### config.mk
export PLATFORM = sky130hd
export DESIGN_NAME = counter_seq
export DESIGN_NICKNAME = d
export VERILOG_FILES = /design/src/rtl/counter_seq.sv
export SDC_FILE = /design/constraint.sdc
export NUM_CORES = 1
export LEC_CHECK = 0
export ABC_CLOCK_PERIOD_IN_PS = 1800
export BUFFER_PORTS_ARGS = -buffer_cell sky130_fd_sc_hd__buf_2
export CAP_MARGIN = 20
export CORE_UTILIZATION = 41
export DETAILED_ROUTE_END_ITERATION = 10
export GPL_TIMING_DRIVEN = 1
export HOLD_SLACK_MARGIN = 0.05
export PLACE_DENSITY = 0.61
export SYNTH_ARGS = -nofsm -noshare
export SYNTH_HDL_FRONTEND = slang
export SYNTH_SLANG_ARGS = --single-unit
export TNS_END_PERCENT = 50
### constraint.sdc
create_clock -name clk -period 1.8 [get_ports clk]
set_input_delay 0.18 -clock clk [delete_from_list [all_inputs] [get_ports clk]]
set_output_delay 0.18 -clock clk [all_outputs]
set_load 0.01 [all_outputs]
### src/rtl/counter_seq.sv
// counter_seq - one-shot interval counter started by a single-cycle strobe.
//
// After a start strobe, counts `max` enabled clocks and then emits a
// one-clock completion strobe. Used as the card-detect debounce timer in the
// SD controller top level, but the block itself is generic.
//
// Ports:
//   clk         system clock
//   reset       synchronous, active-high reset
//   enable      clock enable; when low, cntr/busy/state hold and strb drops
//   start_strb  single-cycle start request
//   cntr        current count (registered), 0 while idle
//   strb        one-clock completion pulse (registered)
//   busy        high while counting (registered)
//
// Build option:
//   COUNTER_SEQ_RETRIGGER_EN - when defined, a start strobe seen while
//   counting restarts the interval (cntr back to 1, no strb), including on
//   the terminal-count edge. When undefined, such strobes are ignored.
//
// state | meaning
// ------+-------------------------------------------------------------
// IDLE  | waiting for start_strb, cntr held at 0
// COUNT | counting enabled clocks up to max, busy high
module counter_seq #(
  parameter int            dw  = 8,
  parameter logic [dw-1:0] max = dw'(8'h27)
) (
  input  logic          clk,
  input  logic          reset,
  input  logic          enable,
  input  logic          start_strb,
  output logic [dw-1:0] cntr,
  output logic          strb,
  output logic          busy
);

  typedef enum logic {
    IDLE  = 1'b0,
    COUNT = 1'b1
  } state_t;

  state_t state;
  logic   retrig;

`ifdef COUNTER_SEQ_RETRIGGER_EN
  assign retrig = start_strb;
`else
  assign retrig = 1'b0;
`endif

  always_ff @(posedge clk) begin
    if (reset) begin
      state <= IDLE;
      cntr  <= '0;
      strb  <= 1'b0;
      busy  <= 1'b0;
    end else if (!enable) begin
      // Frozen: only the strobe is cleared so it can never stretch.
      strb <= 1'b0;
    end else begin
      strb <= 1'b0;
      case (state)
        IDLE: begin
          if (start_strb) begin
            if (max == '0) begin
              // Zero-length interval completes on the start edge itself.
              cntr <= '0;
              strb <= 1'b1;
            end else begin
              state <= COUNT;
              cntr  <= dw'(1);
              busy  <= 1'b1;
            end
          end else begin
            cntr <= '0;
          end
        end
        COUNT: begin
          // A restart takes precedence over the terminal count.
          if (retrig) begin
            cntr <= dw'(1);
          end else if (cntr == max) begin
            state <= IDLE;
            cntr  <= '0;
            busy  <= 1'b0;
            strb  <= 1'b1;
          end else begin
            cntr <= cntr + dw'(1);
          end
        end
        default: begin
          state <= IDLE;
          cntr  <= '0;
          busy  <= 1'b0;
        end
      endcase
    end
  end

endmodule

-- Word level (Yosys, flattened, before mapping)
Cells that the tools add are included.
- input bits: 4
- logic and storage cells: 22
- bits in registers: 11
- reduce and logical (&&, ||, !) cells: 2
- muxes and demuxes: 10
- add/sub/neg operators: 1
- equality and inequality tests: 3
- bitwise operators: 2
- operators with widths (operator ; count):
    $pmux W8 S2 ; 1
    $add A8 B1 Y8 const B ; 1
    $eq A8 B6 Y1 const B ; 1
    $mux W8 ; 1
    $mux W1 ; 6
    $pmux W1 S2 ; 2
    $reduce_and A3 Y1 ; 1
    $reduce_or A3 Y1 ; 1
    $ne A2 B1 Y1 const B ; 1
    $ne A2 B2 Y1 const B ; 1
    $not A1 Y1 ; 2

-- Logic depth before layout (Yosys ltp)
- word-level depth: 3
- depth in mapped cells: 4

-- Least setup slack after synthesis
No wires, ideal clock.
- path kind: reg2reg
- from: register cntr[0]
- to: register cntr[6]
- arrival: 1.343 ns
- setup time: 0.086 ns
- cell stages (with the launch flop): 5
- setup slack: 0.371 ns
- period minus slack after synthesis: 1.429 ns
- cells stage by stage: dfxtp_1 -> ha_1 -> nand4_1 -> or3_1 -> a221oi_2
- word-level cells in the longest chain between the ends: 3
- elaborated cells on any way between the ends: 4
- classes of those cells: add/sub (1); eq/ne (1); mux (2)
- ends and longest elaborated chain (element ; RTL line ; RTL):
    start: declaration ; 33 ; output logic [dw-1:0] cntr,
    start signal: assignment ; 72 ; cntr <= dw'(1);
    start signal: assignment ; 82 ; cntr <= dw'(1);
    start signal: assignment ; 89 ; cntr <= cntr + dw'(1);
    $add A8 B1 Y8 / $eq A8 B6 Y1 (equally long branches) ; 89, 83 ;
    $mux W8 (*) ; 83 ; end else if (cntr == max) begin
    $pmux W8 S2 (*) ; 63 ; case (state)
Every way passes the cells marked *; elsewhere a longest branch is shown, timed or not.
A chain may end at the register's enable or synchronous reset.

-- Final worst setup path
- from: register cntr[0]
- to: register cntr[4]
The elaborated chain is that of the path after synthesis.

==> impl_summary.txt <==
----------------------------------------------------
[Status]
  Outcome ... finished, final reports clean

[Floorplanning]
  I/O Pins ... 14
  Starting utilization of the core area ... between 40 and 50%
  Area of the die ... 0.00152 mm^2
  Die Y-Extent ... roughly 39 um
  Total core area ... 0.00119 mm^2
  Row count ... 12
  Die boundary width ... slightly below 40 um

[Place]
  Detail Placement HPWL ... 832 um
  Number of buffer cells added on primary ports ... 13
  Worst Setup Slack post-DPL ... 0.314 ns
  Number of placed instances with taps included ... 83
  Routability congestion estimate ... 0.767

[Worst hold path]
  End of the worst hold path ... cntr[0]$_SDFFE_PP0P_
  Worst hold-check path type ... in2reg
  Min-delay src ... start_strb
  Cells on Worst Hold Path ... 3

[CTS]
  Total setup buffers inserted after CTS ... 0
  TritonCTS clock tree ... yes
  Number of sinks handled by clock tree synthesis ... 11
  Resized cells post-CTS ... 0
  Root buf cell ... clkbuf_4
  H-tree depth reported by CTS ... 1
  Clock-pin slew of the registers on the worst-case setup and hold paths ... about 0.070 ns
  Clock network latency to the later pin of the worst-skew pair ... 0.26 ns
  Number of buffers between clock root and the deepest sink ... 2
  Number of clock buffers inserted by TritonCTS ... 3
  Hold Buf Count CTS ... 0

[STA]
  Worst slew margin ... 78.8%
  Setup violations, final ... 0
  Final hold violation count ... 0
  Worst hold margin ... between 0.2 and 0.25 ns
  Clock skew after layout ... approximately 0.0036 ns
  Setup_tns ... 0 ns
  Final critical-path share of the clock period ... between 80 and 90%
  Final Worst Setup Slack ... about 0.28 ns
  Peak clock frequency supported by timing ... between 0.6 and 0.7 GHz
  Minimum clock period after layout ... 1.52 ns
  Actual transition at the worst max-transition pin ... 0.318 ns
  Setup repair after global routing missed its margin ... no
  Final Max Tran Viols ... 0

[Detailed routing]
  Drc violations ... 0
  Count of vias placed by the detailed router ... 498
  Routed wire length per instance ... roughly 13 um
  Via density per instance ... 5.72
  Number of nets still failing antenna checks after routing ... 0
  Count of routing violations after the opening detailed-route iteration ... 12
  Length of the first detailed-routing pass in iterations ... 4
  Final routed wirelength across all metal layers ... 1170 um

[Global route]
  Number of antenna violations at the first check in global routing ... 0
  Overflow left after global routing ... 0
  Total routing resource utilization after global routing ... approximately a fifth
  Maximum number of pins on one net before global-route repair ... 15
  Via count of the first global-routing pass ... 427
  Global-route wire length before repair ... 1850 um

[Cells and area]
  Antenna Cells ... 0
  Layout fillers ... 116
  P&R area growth vs syn ... 17.8%
  Commonest cells after routing, fill and taps aside ... buf_2 (13), dfxtp_1 (11), nand2_1 (5)
  Fraction of final layout cells with drive strength greater than 1 ... 31.5%
  Leading cell type in the layout, fill and taps excluded ... buf_2
  Area of combinational cells with multiple inputs ... 325 um^2
  Final Non-Filler Cells ... 87
  Final #Nets ... 80
  Area taken by flip-flops and latches ... 220 um^2

[Yosys]
  Synthesis Warnings ... 0
  Total standard cell area after synthesis ... 562 um^2
  Seq cells post-synth ... 11
  Simple-gate portion of the synthesized area ... 24.9%
  Sequential area share after synthesis ... 39.2%
  Synth Area in Compound Gates ... 25.4%
  Adder-Cell Fraction of Synth Area ... between 4 and 5%
  Combinational family with the most area after synthesis ... compound AO/OA/AOI/OAI gates
  Count of unique library cells instantiated by Yosys ... 27
  Synthesized Nets ... 64
  Gate count after technology mapping ... 58
  Fraction of synthesized cell area in xor and xnor cells ... around 3.1%
  Mux share of post-synthesis cell area ... 0%
  Mean instance size in the synthesized netlist ... 9.69 um^2

[Power]
  Maximum vdd drop ... 0.349 mV
  Static leakage ... 0.261 nW
  Total power divided by cell area ... about 700 mW/mm^2

[Worst setup path]
  Signal arrival time at the worst endpoint ... 1.66 ns
  Worst setup slack for register-to-register paths ... between 0.2 and 0.3 ns
  Worst setup path category ... reg2reg
  Startpoint types ... flip-flop
  Kind of end point of the critical path ... flip-flop
  Data required time of the worst path ... 1.93 ns
  Worst reg2reg path depth ... 4
  Worst flop-to-flop path endpoint ... cntr[4]$_SDFFE_PP0P_
  Origin of the critical flop-to-flop path ... cntr[0]$_SDFFE_PP0P_
  Critical-path maximum fanout ... 6

[Flow run]
  Maximum Capacitance Violations ... 0

----------------------------------------------------
## power breakdown
group | internal [mW] | switching [mW] | total [mW]
combinational | 0.0136 | 0.0242 | 0.0379
sequential | 0.249 | 0.00750 | 0.256
clock | 0.0856 | 0.0827 | 0.168
total | 0.348 | 0.114 | 0.462
## through the flow
stage | power, mW | utilization, % | instance area, um^2
after floorplan | 0.286 | - | 562
after global placement | 0.300 | 53.6 | 636
after detailed placement | 0.299 | 53.6 | 636
after CTS | 0.468 | 55.8 | 662
after global routing | 0.487 | 55.8 | 662
final | 0.462 | 55.8 | 662
## routing by layer
metal  GRT usage [%]  part of all wire (%)  routed length (um)
met2            26.7                    42                 491
met3            3.47                   2.4                  28
met4            12.9                  0.94                  11
met5               0                     0                   0
met1            24.6                    54                 637
## cell usage after synthesis
cell type  instances  area (um^2)
and3b_1            1         8.76
nor2b_1            3         18.8
a221oi_2           3         45.0
o2111ai_1          1         8.76
nand4_1            2         12.5
or3_1              3         18.8
inv_2              1         3.75
buf_2              1         5.00
a211oi_1           2         15.0
nand3b_1           1         7.51
inv_1              1         3.75
nor4b_2            1         15.0
a311oi_1           2         17.5
clkbuf_1           1         3.75
or3b_1             1         8.76
nor2_1             2         7.51
nand4_2            1         12.5
o31ai_1            1         7.51
o21ai_1            2         10.0
nand4bb_1          1         11.3
o21ai_2            1         8.76
nand2_1            5         18.8
dfxtp_1           11          220
xor2_1             2         17.5
o21ai_0            3         15.0
ha_1               2         25.0
a21oi_1            3         15.0
## how the worst max path moves through the flow
stage,start,endpoint
after CTS,cntr[0]$_SDFFE_PP0P_,cntr[4]$_SDFFE_PP0P_
final,cntr[0]$_SDFFE_PP0P_,cntr[4]$_SDFFE_PP0P_
after global routing,cntr[0]$_SDFFE_PP0P_,cntr[4]$_SDFFE_PP0P_
after detailed placement,cntr[0]$_SDFFE_PP0P_,cntr[4]$_SDFFE_PP0P_
after global placement,cntr[0]$_SDFFE_PP0P_,cntr[6]$_SDFFE_PP0P_
after floorplan,cntr[0]$_SDFFE_PP0P_,cntr[6]$_SDFFE_PP0P_
## worst max-delay path, stage by stage, from the launching register on
cell       delay (ns)
dfxtp_1          0.43
ha_1             0.22
nand4bb_1        0.24
o21ai_2          0.37
a211oi_1         0.13
## layout make-up
type / instances / area share (%)
Tap cell: 14 / 2.65
Multi-Input combinational cell: 43 / 49.1
Timing Repair Buffer: 13 / 9.83
Sequential cell: 11 / 33.3
Clock buffer: 4 / 3.97
Inverter: 2 / 1.13
## state kept, by name, summed over array words and instances, names as in the netlist
signal / flops
busy: 1
cntr: 8
state: 1
strb: 1
## logic make-up (layout without fill, tap and decap cells)
group           Yosys count  count (layout)
simple gates             21              21
compound gates           18              18
flops                    11              11
buf+inv                   4              19
fa+ha+maj                 2               2
xor+xnor                  2               2
No activity file was read; power rests on OpenSTA's default activity.
